<file path="config.mk">
export PLATFORM = sky130hd
export DESIGN_NAME = iob_skid_buf
export DESIGN_NICKNAME = d
export VERILOG_FILES = /design/src/rtl/iob_skid_buf_pkg.sv /design/src/rtl/iob_regr.sv /design/src/rtl/iob_skid_buf.sv
export SDC_FILE = /design/constraint.sdc
export NUM_CORES = 1
export LEC_CHECK = 0
export CORE_MARGIN = 4
export CORE_UTILIZATION = 52
export DETAILED_ROUTE_END_ITERATION = 8
export GPL_TIMING_DRIVEN = 0
export HOLD_SLACK_MARGIN = 0.06
export PLACE_DENSITY = 0.8
export RECOVER_POWER = 25
export SYNTH_ARGS = -nofsm -noshare
export SYNTH_HDL_FRONTEND = slang
export SYNTH_HIERARCHICAL = 1
export SYNTH_SLANG_ARGS = --single-unit
</file>
<file path="constraint.sdc">
create_clock -name clk_i -period 2 [get_ports clk_i]
set_input_delay 0.4 -clock clk_i [delete_from_list [all_inputs] [get_ports clk_i]]
set_output_delay 0.4 -clock clk_i [all_outputs]
set_load 0.005 [all_outputs]
</file>
<file path="src/rtl/iob_skid_buf_pkg.sv">
// iob_skid_buf_pkg: FSM state encoding and default parameters for iob_skid_buf
package iob_skid_buf_pkg;
   localparam logic [1:0] EMPTY = 2'd0;
   localparam logic [1:0] BUSY  = 2'd1;
   localparam logic [1:0] FULL  = 2'd2;
   localparam int DATA_W_DEF  = 32;
   localparam int RST_VAL_DEF = 0;
   localparam int CNT_W_DEF   = 16;
endpackage

</file>
<file path="src/rtl/iob_regr.sv">
// iob_regr: synchronous-reset register with clock enable and load enable
module iob_regr #(
   parameter int DATA_W = 32,
   parameter logic [DATA_W-1:0] RST_VAL = '0
) (
   input  logic              clk_i,
   input  logic              cke_i,
   input  logic              rst_i,
   input  logic              en_i,
   input  logic [DATA_W-1:0] data_i,
   output logic [DATA_W-1:0] data_o
);
   always_ff @(posedge clk_i)
      if (rst_i) data_o <= RST_VAL;
      else if (cke_i && en_i) data_o <= data_i;
endmodule

</file>
<file path="src/rtl/iob_skid_buf.sv">
// iob_skid_buf: two-entry elastic stage (main + skid register) with registered in_ready_o.
// Defining IOB_SKID_BUF_CNT_EN adds the output-transfer counter port cnt_o.
module iob_skid_buf
   import iob_skid_buf_pkg::*;
#(
   parameter int DATA_W = DATA_W_DEF,
   parameter logic [DATA_W-1:0] RST_VAL = DATA_W'(RST_VAL_DEF),
   parameter int CNT_W = CNT_W_DEF
) (
   input  logic              clk_i,
   input  logic              cke_i,
   input  logic              rst_i,
   input  logic              in_valid_i,
   input  logic [DATA_W-1:0] in_data_i,
   output logic              in_ready_o,
   output logic              out_valid_o,
   output logic [DATA_W-1:0] out_data_o,
   input  logic              out_ready_i,
   output logic [1:0]        level_o
`ifdef IOB_SKID_BUF_CNT_EN
   ,
   output logic [CNT_W-1:0]  cnt_o
`endif
);
   logic [1:0]        state, state_d;
   logic [DATA_W-1:0] skid, main_d;
   logic              in_xfer, out_xfer, main_en, skid_en, state_en;

   // handshakes depend only on registered state, never on the opposite side
   assign in_ready_o  = cke_i & ~rst_i & (state != FULL);
   assign out_valid_o = cke_i & ~rst_i & (state != EMPTY);
   assign in_xfer     = in_valid_i & in_ready_o;
   assign out_xfer    = out_valid_o & out_ready_i;
   assign level_o     = state;

   always_comb begin
      main_en  = (in_xfer & (state == EMPTY | (state == BUSY & out_xfer))) | (out_xfer & state == FULL);
      main_d   = (state == FULL) ? skid : in_data_i;
      skid_en  = in_xfer & ~out_xfer & (state == BUSY);
      state_en = in_xfer | out_xfer;
      state_d  = (state != BUSY) ? BUSY : (in_xfer == out_xfer) ? BUSY : out_xfer ? EMPTY : FULL;
   end

   iob_regr #(.DATA_W(DATA_W), .RST_VAL(RST_VAL)) main_reg (
      .clk_i(clk_i), .cke_i(cke_i), .rst_i(rst_i),
      .en_i(main_en), .data_i(main_d), .data_o(out_data_o)
   );

   iob_regr #(.DATA_W(DATA_W), .RST_VAL(RST_VAL)) skid_reg (
      .clk_i(clk_i), .cke_i(cke_i), .rst_i(rst_i),
      .en_i(skid_en), .data_i(in_data_i), .data_o(skid)
   );

   iob_regr #(.DATA_W(2), .RST_VAL(EMPTY)) state_reg (
      .clk_i(clk_i), .cke_i(cke_i), .rst_i(rst_i),
      .en_i(state_en), .data_i(state_d), .data_o(state)
   );

`ifdef IOB_SKID_BUF_CNT_EN
   always_ff @(posedge clk_i)
      if (rst_i) cnt_o <= '0;
      else if (out_xfer) cnt_o <= cnt_o + CNT_W'(1);
`endif
endmodule

</file>
# == Word level (Yosys, flattened, before mapping) ==
# Index checks and enable logic that the tools add are counted.
# Widths: inputs -> output; s select.
# word_totals
word_cells,32
register_bits,66
out_inout_bits,36
inputBits,37
# op_classes
eq_ne,5
reduce_logical,5
bitwise_logic,15
muxes,4
# op_table
op,n
$mux 32,1
$and 1x1->1,10
$mux 2,3
$logic_and 1x1->1,3
$or 1x1->1,3
$eq 2x1->1 const B,1
$eq 2x2->1 const B,1
$logic_not 2->1,1
$ne 2x1->1 const B,1
$ne 2x2->1 const B,1
$not 1->1,2
$reduce_bool 2->1,1
$eq 1x1->1,1

# == Logic depth before layout (Yosys ltp) ==
# Gate-level depths: netlist of the first run.
# logic_depth
ltp_word,9
ltp_mapped,8

# == Cells and area by module ==
# Netlist of the first run, hierarchy kept.
# by_module_without_submodules
module,area_each_um2,cells_per_inst,n_inst,seq_area_each_um2
iob_regr at main_reg ...,1522.7,145,2,640.6
iob_skid_buf,684.4,55,1,0.0
iob_regr at state_reg,80.1,8,1,40.0

# == Least setup slack after synthesis of the first run ==
# No wires, ideal clock.
# synth_path
path_type,register -> register
start,register state_reg.data_o[1]
end,register skid_reg.data_o[10]
setup_slack_ps,165
period_less_slack_ps,1835
setup_ps,66
arrival_ps,1769
stages_incl_launch_ff,9
n_path_buf,2
path_cell_list,dfxtp_1 > or2b_1 > and3_1 > ha_1 > and3b_2 > buf_4 > buf_6 > a21bo_1 > a21oi_2
# synth_between
elab_chain_len,7
# synth_lines
item,line_no,source
start: declaration,iob_regr.sv:11,output logic [DATA_W-1:0] data_o
start signal: assignment,iob_regr.sv:15,else if (cke_i && en_i) data_o <= data_i;
$reduce_bool 2->1,iob_skid_buf.sv:31,assign out_valid_o = cke_i & ~rst_i & (state != EMPTY);
$and 1x1->1,iob_skid_buf.sv:31,
$and 1x1->1,iob_skid_buf.sv:33,assign out_xfer = out_valid_o & out_ready_i;
$not 1->1,iob_skid_buf.sv:39,skid_en = in_xfer & ~out_xfer & (state == BUSY);
$and 1x1->1,iob_skid_buf.sv:39,
$and 1x1->1 (*),iob_skid_buf.sv:39,
named net skid_en,iob_skid_buf.sv:27,"logic in_xfer, out_xfer, main_en, skid_en, state_en;"
$logic_and 1x1->1 (*),iob_regr.sv:15,
end signal: assignment,iob_regr.sv:15,
end: declaration,iob_regr.sv:11,
# The timed path passes the listed nets; every way through them passes the cells marked *.
# A chain may end at the register's enable or synchronous reset.

# == Worst setup path after layout of the first run ==
# layout_path
start,register state_reg.data_o[1]
end,register skid_reg.data_o[20]
# Same word-level chain as after synthesis.

==> results.rst, run 1 <==
.. list-table::
   :header-rows: 1

   * - Metric
     - Value
   * - Total number of clock tree sinks
     - 66
   * - Area occupied by multi-input gates
     - about 2100 um^2
   * - Tot GR Track Use
     - 20.1%
   * - Worst reg2reg path startpoint
     - state_reg/data_o[1]
   * - Dominant combinational cell family by area after synthesis
     - compound AO/OA/AOI/OAI gates
   * - Final period util
     - 95.6%
   * - Maximum buffer depth of the clock tree
     - 2
   * - Via count
     - 2914
   * - Number of H-tree levels
     - 3
   * - Antenna-violating nets left
     - 0
   * - Area of the core
     - just under 7000 um^2
   * - Worst endpoint required time
     - roughly 2300 ps
   * - Boundary Pins
     - 73
   * - Routed wirelength normalized by instance count
     - 16.0 um
   * - Clock-pin slew reported for the worst setup and hold paths after clock tree synthesis
     - 70 ps
   * - Number of standard cells in the layout, taps in and fillers out
     - 536
   * - Die boundary width
     - 93.6 um
   * - Area Overhead vs Synth
     - 26.4%
   * - Commonest non-fill, non-tap cell in the layout
     - sky130_fd_sc_hd__nand3_1
   * - Status
     - complete, no violations
   * - DP HPWL
     - 5970 um
   * - Most used cells in the layout excluding fill and tap cells
     - sky130_fd_sc_hd__nand3_1, sky130_fd_sc_hd__dfxtp_1, sky130_fd_sc_hd__a21bo_1
   * - Number of cell rows
     - 30
   * - Synth Area per Inst
     - 10.8 um^2
   * - Total routed wirelength
     - 8550 um
   * - Final Max Tran Viols
     - 0
   * - Unrepaired setup endpoints after global routing
     - false
   * - Via count of the first global-routing pass
     - between 2000 and 3000
   * - DRT iter0 DRCs
     - 88
   * - Final Hold Violating Endpoints
     - 0
   * - Syn Nets
     - 392
   * - Final Net Count
     - 475
   * - Minimum clock period after layout
     - 1910 ps
   * - Max Clock Freq
     - roughly 520 MHz
   * - Worst vdd ir
     - 0.000352 V
   * - Crit Reg-Reg Endpoint
     - skid_reg/data_o[20]
   * - Pin count of the biggest net entering global routing
     - 16
   * - Worst slack after detailed placement
     - -720 ps
   * - Number of synthesized register bits
     - 66
   * - Worst-case hold slack
     - 435 ps
   * - Worst setup slack for register-to-register paths
     - 90 ps
   * - Adder and majority cell fraction of the synthesized area
     - less than 1%
   * - Number of warnings issued by yosys
     - 6
   * - Area taken by flip-flops and latches
     - about 1300 um^2
   * - Pwr per Cell Area
     - 567 nW/um^2
   * - Critical Path Fanout Max
     - 10
   * - Worst setup startpoint
     - state_reg/data_o[1]
   * - Worst path setup slack after routing
     - 88.2 ps
   * - Kind of capture point of the worst setup path
     - register
   * - Share of flip-flops with an asynchronous set or reset
     - 0%
   * - Die Area
     - 8760 um^2
   * - Portion of synthesized cell area occupied by the leading cell type
     - 34.7%
   * - Mux share of post-synthesis cell area
     - 12.6%
   * - Crit path launch type
     - register
   * - Most used DFF post-synth
     - sky130_fd_sc_hd__dfxtp_1
   * - Complex-gate fraction of the synthesized area
     - 31.7%
   * - Number of filler instances in the final layout
     - 559
   * - Share of the synthesized netlist area taken by xor and xnor gates
     - 0%
   * - Share of synthesized area occupied by flip-flops and latches
     - 34.7%
   * - Biggest area consumer among synthesized cells
     - sky130_fd_sc_hd__dfxtp_1
   * - Routed via count divided by cell count
     - 5.44
   * - Worst Clk Skew
     - ~5 ps
   * - Data arrival, critical path
     - roughly 2200 ps
   * - Maxcap violations
     - 0
   * - Leakage Power
     - ~1.8 nW
   * - CTS tree
     - built
   * - Worst hold path class
     - in2reg
   * - Placer congestion estimate
     - 0.789
   * - Starting density of the core
     - 54.9%
   * - Instance count after placement with tap cells included
     - between 500 and 600
   * - Count of distinct cell types in the synthesized netlist
     - 25
   * - Setup CP Type
     - reg2reg
   * - Netlist area before placement
     - 3810 um^2
   * - Synthesized instance count
     - 353
   * - Buffer count from post-CTS setup fixing
     - 0
   * - Clock root buffer
     - sky130_fd_sc_hd__clkbuf_8
   * - Proportion of layout cells with a drive suffix above 1
     - 35.5%
   * - CTS Buf Count
     - 9
   * - Relative slew slack
     - 79.5%
   * - Antenna cells
     - 0
   * - Wire length of the first global-routing pass
     - 14100 um
   * - Cell count of the worst reg-to-reg path
     - 8
   * - Overall overflow remaining after global route
     - 0
   * - Least-Margin Pin Slew
     - 308 ps
   * - DRC violations left
     - 0
   * - Cells taking the most area after synthesis
     - sky130_fd_sc_hd__dfxtp_1, sky130_fd_sc_hd__a21bo_1, sky130_fd_sc_hd__a21oi_2, sky130_fd_sc_hd__mux2_4, sky130_fd_sc_hd__nand3_1
   * - Capture point of the worst path
     - skid_reg/data_o[20]
   * - Worst-Skew Late Latency
     - 340 ps
   * - Post-route total power
     - 2.73 mW
   * - Number of antenna violations at the first check in global routing
     - 0
   * - Die boundary height
     - a little over 90 um
   * - Synth Area in Simple Gates
     - 11.3%
   * - Number of setup violations in the final report
     - 0
   * - Count of flip-flops with a built-in enable after synthesis
     - 0
   * - Port Buf Inserts
     - 72
   * - Detailed-routing iteration count for the pre-antenna-repair pass
     - 4
-- synth_stat cells (6+ instances only) --
master and n:
sky130_fd_sc_hd__buf_4 6, sky130_fd_sc_hd__dfxtp_1 66, sky130_fd_sc_hd__a21bo_1 58, sky130_fd_sc_hd__a21bo_2 8, sky130_fd_sc_hd__buf_2 14, sky130_fd_sc_hd__buf_6 15, sky130_fd_sc_hd__a21oi_1 10, sky130_fd_sc_hd__nand3_1 67
sky130_fd_sc_hd__mux2_4 29, sky130_fd_sc_hd__a21oi_2 56
-- repair_timing --
| item | in CTS | in global routing |
|---|---|---|
| pin swaps | 0 | 0 |
| hold buffers | 0 | 0 |
| endpoints found under the setup margin | 67 | 32 |
| endpoints found under the hold margin | 0 | 0 |
| gates resized for setup | 8 | 4 |
-- state kept, by name, summed over array words and instances, names as in the netlist --
| signal | count |
|---|---|
| skid_reg/data_o | 32 |
| main_reg/data_o | 32 |
| state_reg/data_o | 2 |
-- per-stage QoR --
step	area, um^2	TNS, ps	utilization, %
2_1_floorplan	3810	0	-
3_3_place_gp	4650	-39820	67.0
3_5_place_dp	4650	-41510	67.0
4_1_cts	4820	-26.1	69.5
5_1_grt	4810	0	69.3
6_report	4810	0	69.3
-- kinds of logic after synthesis --
logic type	count (synthesis)
compound gates	133
simple gates	80
flops	66
buf+inv	39
mux	33
fa+ha+maj	2
-- final cells by class --
| cell class | instances | share of cell area [%] |
|---|---|---|
| Inverter | 1 | 0.0780 |
| Timing Repair Buffer | 72 | 14.7 |
| Sequential cell | 66 | 27.5 |
| Clock buffer | 12 | 3.22 |
| Tap cell | 96 | 2.49 |
| Clock inverter | 3 | 0.312 |
| Multi-Input combinational cell | 248 | 44.5 |
| Buffer | 38 | 7.15 |
-- worst min path at each step --
stage | start | to | slack (ps) | cells past startpoint
floorplan | rst_i | main_reg/data_o[29] | 470 | 1
global placement | skid_reg/data_o[31] | skid_reg/data_o[31] | 560 | 2
detailed placement | main_reg/data_o[27] | main_reg/data_o[27] | 570 | 2
CTS | rst_i | state_reg/data_o[1] | 540 | 2
global route | rst_i | skid_reg/data_o[29] | 460 | 2
finish | cke_i | state_reg/data_o[1] | 430 | 3
-- layer usage --
layer | part of all wire [%] | up-vias | track usage [%]
met4 | 0.76 | 0 | 4.69
met1 | 46 | 1398 | 27.2
met2 | 48 | 65 | 32.5
met5 | 0 | - | 0
li1 | - | 1445 | -
met3 | 5.1 | 6 | 4.59
-- power breakdown --
group | switching [mW] | leakage, nW | total, mW | internal [mW]
registers | 0.0113 | 0.535 | 1.35 | 1.33
logic | 0.180 | 1.20 | 0.387 | 0.207
clock network | 0.490 | 0.0920 | 0.996 | 0.505
total | 0.681 | 1.82 | 2.73 | 2.05
-- worst max-delay path, stage by stage, from the launching register on --
cell                      delay [ps]
sky130_fd_sc_hd__dfxtp_4         390
sky130_fd_sc_hd__or2b_1          240
sky130_fd_sc_hd__and3_1          170
sky130_fd_sc_hd__ha_1            190
sky130_fd_sc_hd__and3b_2         200
sky130_fd_sc_hd__buf_4           180
sky130_fd_sc_hd__buf_6           150
sky130_fd_sc_hd__a21bo_1         190
sky130_fd_sc_hd__a21oi_2         130
Power figures use the tool's default switching activity.
==> run 2: changes to the inputs <==
==> constraint.sdc (replaced) <==
create_clock -name clk_i -period 1.9 [get_ports clk_i]
set_input_delay 0.38 -clock clk_i [delete_from_list [all_inputs] [get_ports clk_i]]
set_output_delay 0.38 -clock clk_i [all_outputs]
set_load 0.005 [all_outputs]
==> run 2 against run 1 <==
  * Clock power increased by 5%
  * Via count increased by 0.51%
  * Critical endpoint is now in_ready_o
  * Largest power group unchanged
  * Die area unchanged
==> results.rst, run 2 (synthesized netlist as in run 1, its figures left out) <==
.. list-table::
   :header-rows: 1

   * - Metric
     - Value
   * - Via count
     - 2929 (+0.51%)
   * - Die boundary height
     - 93.6 um (unchanged)
   * - Worst setup slack for register-to-register paths
     - 80 ps (about the same)
   * - Minimum clock period after layout
     - 1830 ps
   * - Critical Path Fanout Max
     - 10 (unchanged)
   * - Starting density of the core
     - 54.9% (unchanged)
   * - Maximum buffer depth of the clock tree
     - 2 (unchanged)
   * - Setup CP Type
     - reg2out
   * - Port Buf Inserts
     - 72 (unchanged)
   * - Number of logic stages on the critical path including buffering
     - 5 (-3)
   * - Cell count of the worst reg-to-reg path
     - 7 (-1)
   * - Crit Reg-Reg Endpoint
     - skid_reg/data_o[20]
   * - Pin count of the biggest net entering global routing
     - 16 (unchanged)
   * - CP max stage cell
     - sky130_fd_sc_hd__dfxtp_4
   * - CTS tree
     - built
   * - Pwr per Cell Area
     - 592 nW/um^2 (+4.6%)
   * - Data arrival, critical path
     - 1450 ps (-730 ps)
   * - Area of the core
     - 6940 um^2 (unchanged)
   * - Area Overhead vs Synth
     - 27.2%
   * - Total routed wirelength
     - 8630 um (+0.90%)
   * - Worst Clk Skew
     - 4.99 ps (+0.0881 ps)
   * - Max Clock Freq
     - 546 MHz
   * - Number of antenna violations at the first check in global routing
     - 0 (unchanged)
   * - Die boundary width
     - 93.6 um (unchanged)
   * - Worst vdd ir
     - 0.000370 V (+5.2%)
   * - Worst-Skew Late Latency
     - 340 ps (about the same)
   * - Kind of capture point of the worst setup path
     - output pin
   * - Highest cell delay on the worst timing path
     - 370 ps (-20 ps)
   * - CTS Buf Count
     - 9 (unchanged)
   * - Proportion of layout cells with a drive suffix above 1
     - 35.7% (+0.29 points)
   * - Wire length of the first global-routing pass
     - 14100 um (about the same)
   * - Status
     - complete, no violations
   * - Overall overflow remaining after global route
     - 0 (unchanged)
   * - Number of buffers and inverters on the critical path
     - 3 (+1)
   * - Final Hold Violating Endpoints
     - 0 (unchanged)
   * - Number of setup violations in the final report
     - 0 (unchanged)
   * - Crit path launch type
     - register
   * - Largest registers in the final layout
     - main_reg/data_o x32, skid_reg/data_o x32, state_reg/data_o x2
   * - DRT iter0 DRCs
     - 80 (-9.1%)
   * - Number of cell rows
     - 30 (unchanged)
   * - Leakage Power
     - 1.83 nW (+0.63%)
   * - Die Area
     - 8760 um^2 (unchanged)
   * - Hold path cells
     - 2 (-1)
   * - DP HPWL
     - 5970 um (unchanged)
   * - Relative slew slack
     - 79.4% (about the same)
   * - Worst setup startpoint
     - state_reg/data_o[1]
   * - Final Net Count
     - 477 (+0.42%)
   * - Clock root buffer
     - sky130_fd_sc_hd__clkbuf_8
   * - Number of H-tree levels
     - 3 (unchanged)
   * - Least-Margin Pin Slew
     - 308 ps (+0.835 ps)
   * - Instance count after placement with tap cells included
     - 521 (unchanged)
   * - Most used cells in the layout excluding fill and tap cells
     - sky130_fd_sc_hd__nand3_1, sky130_fd_sc_hd__dfxtp_1, sky130_fd_sc_hd__a21bo_1
   * - Antenna-violating nets left
     - 0 (unchanged)
   * - Final Max Tran Viols
     - 0 (unchanged)
   * - Via count of the first global-routing pass
     - 2875 (+0.35%)
   * - Routed via count divided by cell count
     - 5.44 (+0.14%)
   * - Capture point of the worst path
     - in_ready_o
   * - Standard cell area after detailed placement
     - 4650 um^2 (unchanged)
   * - Post-CTS Hold Buffers
     - 0 (unchanged)
   * - Commonest non-fill, non-tap cell in the layout
     - sky130_fd_sc_hd__nand3_1
   * - Worst reg2reg path startpoint
     - state_reg/data_o[0]
   * - Maxcap violations
     - 0 (unchanged)
   * - Tot GR Track Use
     - 20.1% (about the same)
   * - DRC violations left
     - 0 (unchanged)
   * - Critical-path cell list
     - nor2b_4 > buf_8 > buf_12 > nor2_1 > dlygate4sd2_1
   * - Placer congestion estimate
     - 0.789 (unchanged)
   * - Unrepaired setup endpoints after global routing
     - false
   * - Total number of clock tree sinks
     - 66 (unchanged)
   * - Summed area of non-filler cells in the final layout
     - 4850 um^2 (+0.65%)
   * - Detailed-routing iteration count for the pre-antenna-repair pass
     - 4 (unchanged)
   * - Worst-case hold slack
     - 431 ps (-4.23 ps)
   * - Clock-pin slew reported for the worst setup and hold paths after clock tree synthesis
     - 70 ps (about the same)
   * - Category of cells accounting for the largest share of critical-path delay
     - buffers and inverters
   * - Boundary Pins
     - 73 (unchanged)
   * - Worst hold path class
     - in2reg
   * - Worst endpoint required time
     - 1520 ps (-750 ps)
   * - Number of standard cells in the layout, taps in and fillers out
     - 538 (+0.37%)
   * - Final period util
     - 96.4%
   * - Antenna cells
     - 0 (unchanged)
   * - Routed wirelength normalized by instance count
     - 16.0 um (+0.53%)
-- run 2: layout make-up --
type | count | area (um^2)
tap | 96 | 120
timing repair buffer | 74 | 731
clock inverter | 3 | 15.0
sequential | 66 | 1330
inverter | 1 | 3.75
clock buffer | 12 | 155
multi-input combinational | 249 | 2150
fill | 558 | 2100
buffer | 37 | 340
-- run 2: power breakdown --
group | total, mW | leakage, nW | internal [mW] | switching [mW]
clock | 1.05 | 0.0920 | 0.532 | 0.515
combinational | 0.409 | 1.21 | 0.220 | 0.189
sequential | 1.42 | 0.535 | 1.40 | 0.0122
-- run 2: metal layers --
| layer | GRT usage [%] | up-vias | share of wire [%] |
|---|---|---|---|
| li1 | - | 1451 | - |
| met1 | 27.2 | 1411 | 47 |
| met2 | 32.5 | 58 | 48 |
| met3 | 4.59 | 9 | 4.5 |
| met4 | 4.69 | 0 | 0.81 |
| met5 | 0 | - | 0 |
-- run 2: repair_timing --
action | 4_1_cts | 5_1_grt
gates cloned | 0 | 1
setup endpoints to repair | 68 | 36
resized for setup | 10 | 5
setup buffers | 2 | 0
-- run 2: worst min-delay path by stage --
| stage | from | to | slack, ps |
|---|---|---|---|
| global placement | skid_reg/data_o[31] | skid_reg/data_o[31] | 560 |
| finish | rst_i | main_reg/data_o[31] | 430 |
| global route | rst_i | main_reg/data_o[31] | 440 |
| CTS | cke_i | state_reg/data_o[1] | 510 |
| floorplan | rst_i | main_reg/data_o[29] | 450 |
| detailed placement | main_reg/data_o[27] | main_reg/data_o[27] | 570 |
-- run 2: metrics by stage --
step,power (mW),TNS [ps],setup WS [ps],util [%]
after floorplan,1.68,0,65.0,-
after global placement,1.86,-45220,-757,67.0
after detailed placement,1.86,-46910,-800,67.0
after CTS,2.90,-78.2,-78.2,69.7
after global routing,2.99,0,0.802,69.8
final,2.87,0,68.4,69.8
==> run 3: changes to the inputs <==
--- a/config.mk
+++ b/config.mk
@@ -8,6 +8,7 @@
 export CORE_MARGIN = 4
 export CORE_UTILIZATION = 52
 export DETAILED_ROUTE_END_ITERATION = 8
+export GPL_ROUTABILITY_DRIVEN = 1
 export GPL_TIMING_DRIVEN = 0
 export HOLD_SLACK_MARGIN = 0.06
 export PLACE_DENSITY = 0.8
==> results of run 3 <==
Final layout, timing and power as in run 2 (identical DEF).
